$ cat config.mk
export PLATFORM = sky130hd
export DESIGN_NAME = rf_port_sequencer
export DESIGN_NICKNAME = d
export VERILOG_FILES = /design/src/rtl/rf_port_sequencer.sv
export SDC_FILE = /design/constraint.sdc
export NUM_CORES = 1
export LEC_CHECK = 0
export BUFFER_PORTS_ARGS = -buffer_cell sky130_fd_sc_hd__buf_2
export CAP_MARGIN = 20
export CORE_MARGIN = 5
export CORE_UTILIZATION = 47
export DETAILED_ROUTE_END_ITERATION = 8
export PLACE_DENSITY = 0.82
export SYNTH_ARGS = -nofsm -noshare
export SYNTH_HDL_FRONTEND = slang
export SYNTH_SLANG_ARGS = --single-unit
export TNS_END_PERCENT = 100
$ cat constraint.sdc
create_clock -name clk -period 3.3 [get_ports clk]
set_input_delay 0.66 -clock clk [delete_from_list [all_inputs] [get_ports clk]]
set_output_delay 0.66 -clock clk [all_outputs]
set_load 0.02 [all_outputs]
$ cat src/rtl/rf_port_sequencer.sv
// rf_port_sequencer: shares one regfile port between buffered writeback writes and two-operand reads.
// Define RF_SEQ_BYPASS_EN to forward pending write data to hazarded reads instead of stalling them.
module rf_port_sequencer #(
    parameter int XLEN     = 32,
    parameter int AW       = 5,
    parameter int WB_DEPTH = 4
) (
    input  logic            clk,
    input  logic            rstn,
    input  logic            rd_req_valid,
    output logic            rd_req_ready,
    input  logic [AW-1:0]   rd_rs1_addr,
    input  logic [AW-1:0]   rd_rs2_addr,
    output logic            rd_rsp_valid,
    output logic [XLEN-1:0] rd_rs1_data,
    output logic [XLEN-1:0] rd_rs2_data,
    input  logic            wb_valid,
    output logic            wb_ready,
    input  logic [AW-1:0]   wb_addr,
    input  logic [XLEN-1:0] wb_data,
    output logic            rf_write_ena,
    output logic [AW-1:0]   rf_write_addr,
    output logic [XLEN-1:0] rf_write_data,
    output logic [AW-1:0]   rf_read1_addr,
    output logic [AW-1:0]   rf_read2_addr,
    input  logic [XLEN-1:0] rf_read1_data,
    input  logic [XLEN-1:0] rf_read2_data
);
    localparam int PW = $clog2(WB_DEPTH);
    localparam int CW = PW + 1;

    logic [AW-1:0]   fa [WB_DEPTH];
    logic [XLEN-1:0] fd [WB_DEPTH];
    logic [PW-1:0]   wptr, rptr, idx;
    logic [CW-1:0]   count;
    logic [AW-1:0]   held1, held2;
    logic            full, push, pop, m1, m2, haz1, haz2, allowed, rd_cyc;
`ifdef RF_SEQ_BYPASS_EN
    logic [XLEN-1:0] y1, y2, byp1, byp2;
    logic            f1, f2;
`endif

    assign full     = count == CW'(WB_DEPTH);
    assign wb_ready = rstn && !full;
    assign push     = wb_valid && wb_ready && wb_addr != '0;

    // Walk oldest to newest so the last hit is the youngest; the incoming write overrides all.
    always_comb begin
        m1  = 1'b0;
        m2  = 1'b0;
        idx = '0;
`ifdef RF_SEQ_BYPASS_EN
        y1 = '0;
        y2 = '0;
`endif
        for (int i = 0; i < WB_DEPTH; i++) begin
            idx = rptr + PW'(i);
            if (CW'(i) < count && fa[idx] == rd_rs1_addr) begin
                m1 = 1'b1;
`ifdef RF_SEQ_BYPASS_EN
                y1 = fd[idx];
`endif
            end
            if (CW'(i) < count && fa[idx] == rd_rs2_addr) begin
                m2 = 1'b1;
`ifdef RF_SEQ_BYPASS_EN
                y2 = fd[idx];
`endif
            end
        end
        if (push && wb_addr == rd_rs1_addr) begin
            m1 = 1'b1;
`ifdef RF_SEQ_BYPASS_EN
            y1 = wb_data;
`endif
        end
        if (push && wb_addr == rd_rs2_addr) begin
            m2 = 1'b1;
`ifdef RF_SEQ_BYPASS_EN
            y2 = wb_data;
`endif
        end
    end

    assign haz1 = rd_rs1_addr != '0 && m1;
    assign haz2 = rd_rs2_addr != '0 && m2;
`ifdef RF_SEQ_BYPASS_EN
    assign allowed = 1'b1;
`else
    assign allowed = !(haz1 || haz2);
`endif
    assign rd_cyc = rstn && !full && rd_req_valid && allowed;
    assign pop    = rstn && (full || (!rd_cyc && count != '0));

    assign rd_req_ready  = rd_cyc;
    assign rf_write_ena  = pop;
    assign rf_write_addr = fa[rptr];
    assign rf_write_data = fd[rptr];
    assign rf_read1_addr = rd_cyc ? rd_rs1_addr : held1;
    assign rf_read2_addr = rd_cyc ? rd_rs2_addr : held2;

`ifdef RF_SEQ_BYPASS_EN
    assign rd_rs1_data = f1 ? byp1 : rf_read1_data;
    assign rd_rs2_data = f2 ? byp2 : rf_read2_data;
`else
    assign rd_rs1_data = rf_read1_data;
    assign rd_rs2_data = rf_read2_data;
`endif

    always_ff @(posedge clk) begin
        if (push) begin
            fa[wptr] <= wb_addr;
            fd[wptr] <= wb_data;
        end
    end

    always_ff @(posedge clk) begin
        if (!rstn) begin
            wptr         <= '0;
            rptr         <= '0;
            count        <= '0;
            rd_rsp_valid <= 1'b0;
            held1        <= '0;
            held2        <= '0;
`ifdef RF_SEQ_BYPASS_EN
            f1   <= 1'b0;
            f2   <= 1'b0;
            byp1 <= '0;
            byp2 <= '0;
`endif
        end else begin
            if (push) wptr <= wptr + PW'(1);
            if (pop) rptr <= rptr + PW'(1);
            count        <= count + CW'(push) - CW'(pop);
            rd_rsp_valid <= rd_cyc;
            if (rd_cyc) begin
                held1 <= rd_rs1_addr;
                held2 <= rd_rs2_addr;
            end
`ifdef RF_SEQ_BYPASS_EN
            f1 <= rd_cyc && haz1;
            f2 <= rd_cyc && haz2;
            if (rd_cyc && haz1) byp1 <= y1;
            if (rd_cyc && haz2) byp2 <= y2;
`endif
        end
    end
endmodule

==> results of run 1 <==
## path summary, 6_finish.rpt
| kind | startpoint | to | cells after the start |
|---|---|---|---|
| worst max-delay path | rptr[0] | rf_read1_addr[4] | 10 |
| worst min-delay path | wb_data[26] | fd[3][26] | 1 |
| worst max register to register | rptr[0] | count[1] | 14 |
| worst min register to register | held2[2] | held2[2] | 2 |
## repair_timing
item / 4_1_cts / 5_1_grt
pin swaps: 4 / 2
endpoints found under the setup margin: 14 / 14
resized for setup: 42 / 8
setup buffers: 6 / 2
## layout make-up
type,instances,area (um^2)
clock buffer,17,425
clock inverter,15,159
fill,1283,7130
inverter,16,65.1
multi-input combinational,241,2650
sequential,168,4860
tap,220,275
timing repair buffer,170,1140
## worst register-to-register path, cell delays in order (launching register included)
cell and delay [ns]:
dfxtp_4 0.39, buf_4 0.12, mux4_2 0.55, xor2_1 0.16, or4_1 0.42, o21ai_2 0.19, o31a_2 0.21, nor2_4 0.07
a211oi_4 0.21, buf_4 0.15, ha_4 0.19, inv_4 0.05, ha_4 0.12, fa_2 0.42, and2_4 0.14
## cells by family after synthesis
kind of cell / share of synthesized area [%]
flops: 60.1
xor+xnor: 5.65
fa+ha+maj: 1.49
mux: 15.2
simple gates: 4.65
compound gates: 4.33
buf+inv: 8.58
## flip-flops by register name (all words and copies together) (netlist names), named ones only
name          flops
rptr              2
fa               20
rd_rsp_valid      1
count             3
held1             5
held2             5
fd              128
wptr              2
## report_power, final
part | switching [mW] | leakage [nW] | total, mW | internal [mW]
clock | 0.917 | 0.285 | 1.93 | 1.01
sequential | 0.110 | 1.51 | 2.58 | 2.47
combinational | 1.40 | 1.63 | 2.59 | 1.19
## cell usage after synthesis (4+ instances only)
cell and instances:
a21oi_2 10, and2_1 7, buf_1 9, buf_2 4
buf_4 67, buf_6 4, clkbuf_1 8, dfxtp_1 20
edfxtp_1 148, ha_1 8, inv_1 14, mux2i_1 15
mux4_2 44, nand2_1 14, nand3_1 19, nand4_1 6
nor2_1 11, nor3_1 4, nor4_1 6, o21ai_2 10
xnor2_1 19, xor2_1 33
## metrics by stage
stage | cells | instance area [um^2] | util, % | setup WS [ns]
floorplan | 517 | 8130 | - | -0.240
global placement | 807 | 8750 | 52.4 | -0.246
detailed placement | 807 | 8750 | 52.4 | -0.264
CTS | 845 | 9530 | 57.0 | -0.340
global route | 847 | 9570 | 57.3 | -0.474
finish | 847 | 9570 | 57.3 | -0.348
## routing by layer
metal	track usage, %	wire [um]	vias to the layer above	share of wire, %
met5	0.501	0	-	0
met4	8.57	670	0	3.5
met3	6.71	1670	77	8.6
met2	34.1	10200	210	53
met1	22.0	6800	2339	35
li1	-	-	2093	-
==> summary.md, run 1 <==
| Metric | Value |
|---|---|
| Synth Register Bits | 168 |
| Final setup TNS | -3.48 ns |
| Syn. warnings | 0 |
| Vias | about 4,700 |
| Number of inserted diodes | 0 |
| First-pass GRT wire length | 29,500 um |
| Worst Path Buf+Inv | 3 |
| Mapped Cells | approximately 520 |
| Max-cap violations | 0 |
| Least-Margin Pin Slew | around 1.0 ns |
| Clk buf depth | 2 |
| Core ar. | 16,700 um^2 |
| EDFF count, synth | between 100 and 150 |
| VDD IR max | 0.000467 V |
| Status | finished with violations |
| Hold-fix buffers, CTS | 0 |
| Drt pass-1 iters | 5 |
| Top cells by area, synth | edfxtp_1 (55%), mux4_2 (12%), buf_4 (6.2%) |
| Slew Limit Fails | 0 |
| Clock sink total | between 150 and 200 |
| Row count | 47 |
| Slew margin rel. | roughly 32% |
| Clk pin slew, worst setup/hold paths | approximately 0.07 ns |
| Sequential cell area fraction in the yosys report | 60.1% |
| Number of global-route vias before repair | 5,088 |
| Largest net degree at the start of global routing | 38 |
| Buffers on Ports | ~100 |
| Die W | 141 um |
| Commonest cells after routing, fill and taps aside | edfxtp_1 (148), buf_2 (90), buf_4 (62), mux4_2 (46), xor2_1 (33) |
| Critical path's top delay family | multiplexers |
| Worst hold slack | about 0.44 ns |
| Initial antenna violation count | 0 |
| Mapped Avg Cell Area | 15.6 um^2 |
| Setup WS post-layout | -0.348 ns |
| CTS tree | yes |
| Dominant synthesized flop cell | edfxtp_1 |
| Yosys top cell area share | a little under three fifths |
| Final Hold Fails | 0 |
| Unrepaired setup endpoints after global routing | true |
| Post-synth ARST share | 0% |
| Synthesis-to-finish area growth | 18.6% |
| CP endpoint kind | output pin |
| Critical path launch point type | register |
| Drt initial violations | 318 |
| Hold Crit Class | primary input to register |
| Overall routing resource usage | 19.6% |
| Worst Path Required | 2.64 ns |
| DP HPWL | 13,900 um |
| Leak Pwr | 3.42 nW |
| Clock latency on the worst-skew pair | ~0.43 ns |
| Worst reg2reg setup slack | -0.17 ns |
| Clk_skew | between 0.007 and 0.008 ns |
| Post-layout minimum cycle time | 3.65 ns |
| Post-synthesis cell area | around 8100 um^2 |
| Finish-stage setup viols | 14 |
| Fmax | 0.274 GHz |
| Nets | 738 |
| Die Span Y | approximately 140 um |
| Overflow after GRT | 0 |
| Synth unique cells | 44 |
| CP Cell Sequence | buf_4 -> mux4_2 -> xor2_1 -> or4_1 -> o21ai_2 -> o31a_2 -> buf_8 -> o21ai_0 -> nand2_1 -> buf_2 |
| Initial Util | between 40 and 50% |
| Detail Route Antenna Nets | 0 |
| Failing checks | setup timing |
| Crit-path max FO | 11 |
| Post-route clock period utilization | 111% |
| Synth area leader | edfxtp_1 |
| Most common cell after layout, fill and taps aside | edfxtp_1 |
| DRT Wirelength | approximately 19,000 um |
| TritonCTS Buffers | 17 |
| Delay of the slowest critical-path stage | 0.55 ns |
| Die Area | between 15,000 and 20,000 um^2 |
| Syn_nets | roughly 640 |
| Kind of critical path | register to output pin |
| Placer congestion estimate | 0.927 |
| H-tree Lvls | 4 |
| Critical Path Slowest Stage Cell | mux4_2 |
| Power, Total | just over 7 mW |
| DR vias/cell | about 5.6 |
| Worst Path Arrival | 2.99 ns |
| Drt wl/cell | 22.8 um |
| Clock Tree Root | clkbuf_16 |
| Drt drc | 0 |
| Fraction of layout instances using a drive strength above 1 | about 48% |
| Io pins | 230 |
| PD cells | roughly 740 nW/um^2 |
Note: power is estimated with default switching activity, not from simulation.
==> run 2: changes to the inputs <==
- PLACE_DENSITY: 0.82 -> 0.86
==> summary.md, run 2 (synthesis gave the netlist of run 1 again) <==
| Metric | Value |
|---|---|
| Placer congestion estimate | 0.885 (was 0.927) |
| Max reg flops | 128 (unchanged) |
| Commonest cells after routing, fill and taps aside | edfxtp_1 (148), buf_2 (91), buf_4 (57), mux4_2 (45), xor2_1 (33) (was edfxtp_1 (148), buf_2 (90), buf_4 (62), mux4_2 (46), xor2_1 (33)) |
| Pre-CTS WS | -0.228 ns (was -0.264 ns) |
| Delay of the slowest critical-path stage | 0.52 ns (was 0.55 ns) |
| Drt pass-1 iters | 5 (unchanged) |
| Leak Pwr | 3.45 nW (was 3.42 nW) |
| TritonCTS Buffers | 17 (unchanged) |
| Final Hold Fails | 0 (unchanged) |
| Area after DPL | 8710 um^2 (was 8750 um^2) |
| Clock sink total | 168 (unchanged) |
| Detail Route Antenna Nets | 0 (unchanged) |
| H-tree Lvls | 4 (unchanged) |
| Worst reg2reg setup slack | -0.28 ns (was -0.17 ns) |
| Slew Limit Fails | 0 (unchanged) |
| Clk pin slew, worst setup/hold paths | 0.07 ns (about the same) |
| Die W | 141 um (unchanged) |
| Die Span Y | 141 um (unchanged) |
| First-pass GRT wire length | 30,100 um (was 29,500 um) |
| Final Instance Area | 9640 um^2 (was 9570 um^2) |
| Crit-path max FO | 6 (was 11) |
| CP endpoint kind | output pin (unchanged) |
| DR vias/cell | 5.74 (was 5.57) |
| Worst Path Required | 2.64 ns (about the same) |
| DRT Wirelength | 19,800 um (was 19,300 um) |
| Status | finished with violations (unchanged) |
| Number of global-route vias before repair | 5,147 (was 5,088) |
| Least-Margin Pin Slew | 1.04 ns (was 1.02 ns) |
| Clk buf depth | 2 (unchanged) |
| Core ar. | 16,700 um^2 (unchanged) |
| Failing checks | setup timing (unchanged) |
| Post-route clock period utilization | 112% (was 111%) |
| Max-cap violations | 0 (unchanged) |
| Clock Tree Root | clkbuf_16 (unchanged) |
| Vias | 4,842 (was 4,719) |
| DP HPWL | 13,900 um (about the same) |
| Clk_skew | 0.00948 ns (was 0.00771 ns) |
| Hold Crit Class | primary input to register (unchanged) |
| Top flop regs | fd: 128 flops, fa: 20 flops (unchanged) |
| Fraction of layout instances using a drive strength above 1 | 48.8% (was 48.3%) |
| Overall routing resource usage | 20.1% (was 19.6%) |
| Worst Path Buf+Inv | 3 (unchanged) |
| Clock latency on the worst-skew pair | 0.43 ns (about the same) |
| Nets | 734 (was 738) |
| Critical Path Slowest Stage Cell | mux4_2 (unchanged) |
| Initial Util | 48.3% (unchanged) |
| PD cells | 751 nW/um^2 (was 742 nW/um^2) |
| Unrepaired setup endpoints after global routing | true (unchanged) |
| Drt drc | 0 (unchanged) |
| Post-layout minimum cycle time | 3.71 ns (was 3.65 ns) |
| Buffers on Ports | 101 (unchanged) |
| Initial antenna violation count | 1 (was 0) |
| Final setup TNS | -4.66 ns (was -3.48 ns) |
| Drt wl/cell | 23.5 um (was 22.8 um) |
| CP Cell Sequence | buf_12 -> mux4_2 -> xor2_1 -> or4_1 -> o21ai_2 -> o31a_2 -> nor2_4 -> a211oi_4 -> buf_4 -> buf_6 (was buf_4 -> mux4_2 -> xor2_1 -> or4_1 -> o21ai_2 -> o31a_2 -> buf_8 -> o21ai_0 -> nand2_1 -> buf_2) |
| Finish-stage setup viols | 14 (unchanged) |
| Critical path launch point type | register (unchanged) |
| Kind of critical path | register to output pin (unchanged) |
| CTS tree | yes (unchanged) |
| Setup WS post-layout | -0.410 ns (was -0.348 ns) |
| Critical path's top delay family | compound AO/OA/AOI/OAI gates (was multiplexers) |
| Post-layout util | 57.7% (was 57.3%) |
| VDD IR max | 0.000504 V (was 0.000467 V) |
| Synthesis-to-finish area growth | 19.5% (was 18.6%) |
| Io pins | 230 (unchanged) |
| Fmax | 0.270 GHz (was 0.274 GHz) |
| Largest reg by FF count | fd (unchanged) |
| Largest net degree at the start of global routing | 38 (unchanged) |
| Overflow after GRT | 0 (unchanged) |
| Row count | 47 (unchanged) |
| Worst Path Arrival | 3.05 ns (was 2.99 ns) |
| Drt initial violations | 280 (was 318) |
| Most common cell after layout, fill and taps aside | edfxtp_1 (unchanged) |
| Die Area | 19,900 um^2 (unchanged) |
| Hold-fix buffers, CTS | 0 (unchanged) |
| Power, Total | 7.24 mW (was 7.10 mW) |
| Slew margin rel. | 30.3% (was 32.3%) |
-- run 2: changes by cell type in the layout (fill, tap and decap cells not counted), moves of 2 or more --
| cell | delta |
|---|---|
| buf_4 | -5 |
| bufinv_16 | +2 |
| clkinv_8 | -2 |
| nand2_1 | +2 |
| nand2_2 | -2 |
| nand3_1 | -7 |
| nand3_2 | +7 |
| xnor2_1 | -2 |
| xnor2_2 | +2 |
-- run 2: stage by stage --
stage,cells,hold slack [ns]
2_1_floorplan,517,0.447
6_report,844,0.446
4_1_cts,838,0.423
3_3_place_gp,802,0.453
3_5_place_dp,802,0.461
5_1_grt,844,0.422
-- run 2: cell type report --
class	instances	area, um^2
inverter	16	62.6
tap	220	275
antenna	1	2.50
clock buffer	18	429
clock inverter	14	183
timing repair buffer	166	1110
fill	1261	7070
multi-input combinational	241	2720
sequential	168	4850
-- run 2: worst paths after layout --
path,start,end,cells past startpoint
min,wb_data[19],fd[0][19],1
max reg2reg,rptr[0],count[1],14
min reg2reg,held2[4],held2[4],2
max,rptr[0],rf_write_ena,10
-- run 2: timing repair --
action | 4_1_cts | 5_1_grt
gates resized for setup | 20 | 35
buffers inserted | 3 | 4
pin swaps | 3 | 4
cloned | 1 | 1
endpoints found under the setup margin | 14 | 15
-- run 2: power breakdown --
group | leakage [nW] | internal [mW] | switching, mW | total, mW
clock | 0.301 | 1.16 | 0.886 | 2.04
sequential | 1.51 | 2.47 | 0.115 | 2.59
combinational | 1.64 | 1.18 | 1.43 | 2.61
total | 3.45 | 4.81 | 2.43 | 7.24
-- run 2: per-layer routing --
layer  track usage [%]  vias up  part of all wire (%)
met5                 0        -                     0
met4              11.2        0                   4.8
met3              6.26       81                   8.5
met2              36.1      267                    55
met1              20.8     2403                    32
li1                  -     2091                     -
==> run 3: changes to the inputs <==
- CORE_UTILIZATION: 47 -> 49
- CTS_BUF_LIST: unset -> sky130_fd_sc_hd__clkbuf_4 sky130_fd_sc_hd__clkbuf_8
- PLACE_DENSITY: 0.86 -> 0.89
==> summary.md, run 3 (synthesis gave the netlist of run 1 again) <==
| Metric | Value |
|---|---|
| Status | finished with violations (unchanged) |
| Failing checks | setup timing (unchanged) |
| NetSw | 2.37 mW (was 2.43 mW) |
| Top flop regs | fd: 128 flops, fa: 20 flops (unchanged) |
| Least-Margin Pin Slew | 1.03 ns (was 1.04 ns) |
| Post-layout util | 58.2% (was 57.7%) |
| Die W | 138 um (was 141 um) |
| CTS tree | yes (unchanged) |
| Largest net degree at the start of global routing | 38 (unchanged) |
| Hold_sp | wb_data[9] (was wb_data[19]) |
| Largest reg by FF count | fd (unchanged) |
| Crit-path max FO | 6 (unchanged) |
| Int Power | 4.27 mW (was 4.81 mW) |
| Drt drc | 0 (unchanged) |
| Area of the multi-input gates | 2680 um^2 (was 2720 um^2) |
| CP endpoint kind | output pin (unchanged) |
| Io pins | 230 (unchanged) |
| Critical Path Slowest Stage Cell | mux4_2 (unchanged) |
| Worst Path Buf+Inv | 4 (was 3) |
| Hold-fix buffers, CTS | 0 (unchanged) |
| Sequential share of power | 38.5% (was 35.7%) |
| Max-cap violations | 0 (unchanged) |
| Hold Crit Class | primary input to register (unchanged) |
| FF/Latch Area | 4850 um^2 (about the same) |
| Die Area | 19,100 um^2 (was 19,900 um^2) |
| Max reg flops | 128 (unchanged) |
| M1 WL | 6760 um (was 6350 um) |
| Hold Path Depth | 1 (unchanged) |
| Overflow after GRT | 0 (unchanged) |
| Clock latency on the worst-skew pair | 0.47 ns (was 0.43 ns) |
| Overall routing resource usage | 19.3% (was 20.1%) |
| Post-route clock period utilization | 113% (was 112%) |
| Finished Layout Cells | 862 (was 844) |
| Slew Limit Fails | 0 (unchanged) |
| Sw frac | 35.7% (was 33.5%) |
| Cells after DPL | 816 (was 802) |
| Critical path launch point type | register (unchanged) |
| Placer congestion estimate | 0.919 (was 0.885) |
| Critical path's top delay family | compound AO/OA/AOI/OAI gates (unchanged) |
| PD cells | 698 nW/um^2 (was 751 nW/um^2) |
| Wire length on met3 | 1690 um (about the same) |
| Worst flop-to-flop path endpoint | count[1] (unchanged) |
| CP Cell Sequence | buf_12 -> buf_4 -> mux4_2 -> xor2_1 -> or4_1 -> o21ai_2 -> o31a_2 -> nor2_4 -> a211oi_4 -> buf_4 -> buf_6 (was buf_12 -> mux4_2 -> xor2_1 -> or4_1 -> o21ai_2 -> o31a_2 -> nor2_4 -> a211oi_4 -> buf_4 -> buf_6) |
| DR vias/cell | 5.74 (about the same) |
| Finish-stage setup viols | 14 (unchanged) |
| Initial antenna violation count | 1 (unchanged) |
| H-tree Lvls | 4 (unchanged) |
| Clock Tree Root | clkbuf_8 (was clkbuf_16) |
| Most common cell after layout, fill and taps aside | edfxtp_1 (unchanged) |
| Worst Path Required | 2.64 ns (about the same) |
| Clock sink total | 168 (unchanged) |
| Vias | 4,951 (was 4,842) |
| Nets | 753 (was 734) |
| DP HPWL | 12,900 um (was 13,900 um) |
| Row count | 47 (unchanged) |
| Clk_skew | 0.0144 ns (was 0.00948 ns) |
| Detail Route Antenna Nets | 0 (unchanged) |
| Initial Util | 49.3% (was 48.3%) |
| Delay of the slowest critical-path stage | 0.53 ns (was 0.52 ns) |
| Unrepaired setup endpoints after global routing | true (unchanged) |
| Kind of critical path | register to output pin (unchanged) |
| DRT Wirelength | 18,500 um (was 19,800 um) |
| Fraction of layout instances using a drive strength above 1 | 49.8% (was 48.8%) |
| Worst Path Arrival | 3.08 ns (was 3.05 ns) |
| Drt initial violations | 379 (was 280) |
| Clk buf depth | 2 (unchanged) |
| Leak Pwr | 3.42 nW (was 3.45 nW) |
| Worst hold slack | 0.401 ns (was 0.446 ns) |
| Worst reg2reg startpoint | rptr[0] (unchanged) |
| Worst Reg2Reg Path Length in Cells | 15 (was 14) |
| TritonCTS Buffers | 17 (unchanged) |
| Fmax | 0.267 GHz (was 0.270 GHz) |
| Core ar. | 16,300 um^2 (was 16,700 um^2) |
| Setup WS post-layout | -0.444 ns (was -0.410 ns) |
| VDD IR max | 0.000530 V (was 0.000504 V) |
| Die Span Y | 138 um (was 141 um) |
| Number of global-route vias before repair | 5,153 (was 5,147) |
| Post-layout minimum cycle time | 3.74 ns (was 3.71 ns) |
| Comb power frac | 40.1% (was 36.0%) |
| Clock Power Share | 21.4% (was 28.2%) |
| Drt pass-1 iters | 5 (unchanged) |
| Clk pin slew, worst setup/hold paths | 0.10 ns (was 0.07 ns) |
| Met2 WL | 9310 um (was 10,800 um) |
| Synthesis-to-finish area growth | 18.1% (was 19.5%) |
| Number of inserted diodes | 0 (was 1) |
| Top layer in use | met5 (was met4) |
| Hold worst-path end | fd[2][9] (was fd[0][19]) |
| Final Hold Fails | 0 (unchanged) |
| Critical path's most frequent cell | buf_4 |
| Drt wl/cell | 21.5 um (was 23.5 um) |
| Commonest cells after routing, fill and taps aside | edfxtp_1 (148), buf_2 (89), buf_4 (81), mux4_2 (46), xor2_1 (33) (was edfxtp_1 (148), buf_2 (91), buf_4 (57), mux4_2 (45), xor2_1 (33)) |
| First-pass GRT wire length | 28,900 um (was 30,100 um) |
| Filler instances | 1,242 (was 1,261) |
| Worst reg2reg setup slack | -0.25 ns (was -0.28 ns) |
| Buffers on Ports | 101 (unchanged) |
| Slew margin rel. | 31.5% (was 30.3%) |
==> run 3: metrics by stage <==
stage / power (mW) / setup TNS (ns) / setup WS, ns / instance area (um^2)
floorplan: 4.39 / -0.446 / -0.240 / 8130
global placement: 5.01 / -3.27 / -0.314 / 8830
detailed placement: 5.08 / -4.03 / -0.365 / 8830
CTS: 6.59 / -5.07 / -0.423 / 9370
global route: 6.97 / -7.62 / -0.600 / 9520
finish: 6.65 / -5.25 / -0.444 / 9520
==> run 3: area by class of cell <==
type	instances	area share, %
flip-flops and latches	168	50.9
multi-input cells	241	28.1
repair buffers	185	13.3
well taps	220	2.89
clock buffers	18	2.54
clock inverters	14	1.58
inverters	16	0.657
==> run 3: worst max path at each step <==
stage | startpoint | to | slack, ns | depth (start not counted)
6_report | rptr[0] | rf_write_ena | -0.44 | 11
5_1_grt | rptr[0] | rf_read2_addr[0] | -0.60 | 13
4_1_cts | rptr[0] | rf_write_ena | -0.42 | 12
3_5_place_dp | wb_addr[0] | rf_read2_addr[0] | -0.36 | 12
3_3_place_gp | wb_addr[0] | rf_read2_addr[0] | -0.31 | 12
2_1_floorplan | wb_addr[0] | count[1] | -0.24 | 14
==> run 3: worst register-to-register path, stage by stage, from the launching register on <==
cell,delay (ns)
dfxtp_2,0.37
buf_12,0.12
buf_4,0.10
mux4_2,0.53
xor2_1,0.16
or4_1,0.42
o21ai_2,0.17
o31a_2,0.19
nor2_4,0.06
a211oi_4,0.24
buf_4,0.15
ha_4,0.18
inv_2,0.06
ha_4,0.12
fa_2,0.42
and2_1,0.14
==> run 3: layer usage <==
metal / track usage [%] / vias up
li1: - / 2127
met1: 22.3 / 2456
met2: 32.3 / 285
met3: 6.22 / 81
met4: 9.93 / 2
met5: 0.752 / -
==> run 3: power groups by stage <==
stage                     clock network (mW)  logic (mW)  registers (mW)
final                                   1.42        2.66            2.56
after floorplan                            0        1.83            2.56
after global routing                    1.55        2.84            2.58
after detailed placement                   0        2.48            2.60
after global placement                     0        2.42            2.59
after CTS                               1.45        2.58            2.56
==> run 3: repair_timing <==
action	CTS	global route
setup endpoints to repair	14	15
gates cloned	1	1
buffers inserted	8	4
hold endpoints to repair	0	0
pin swaps	10	4
gates resized for setup	23	25
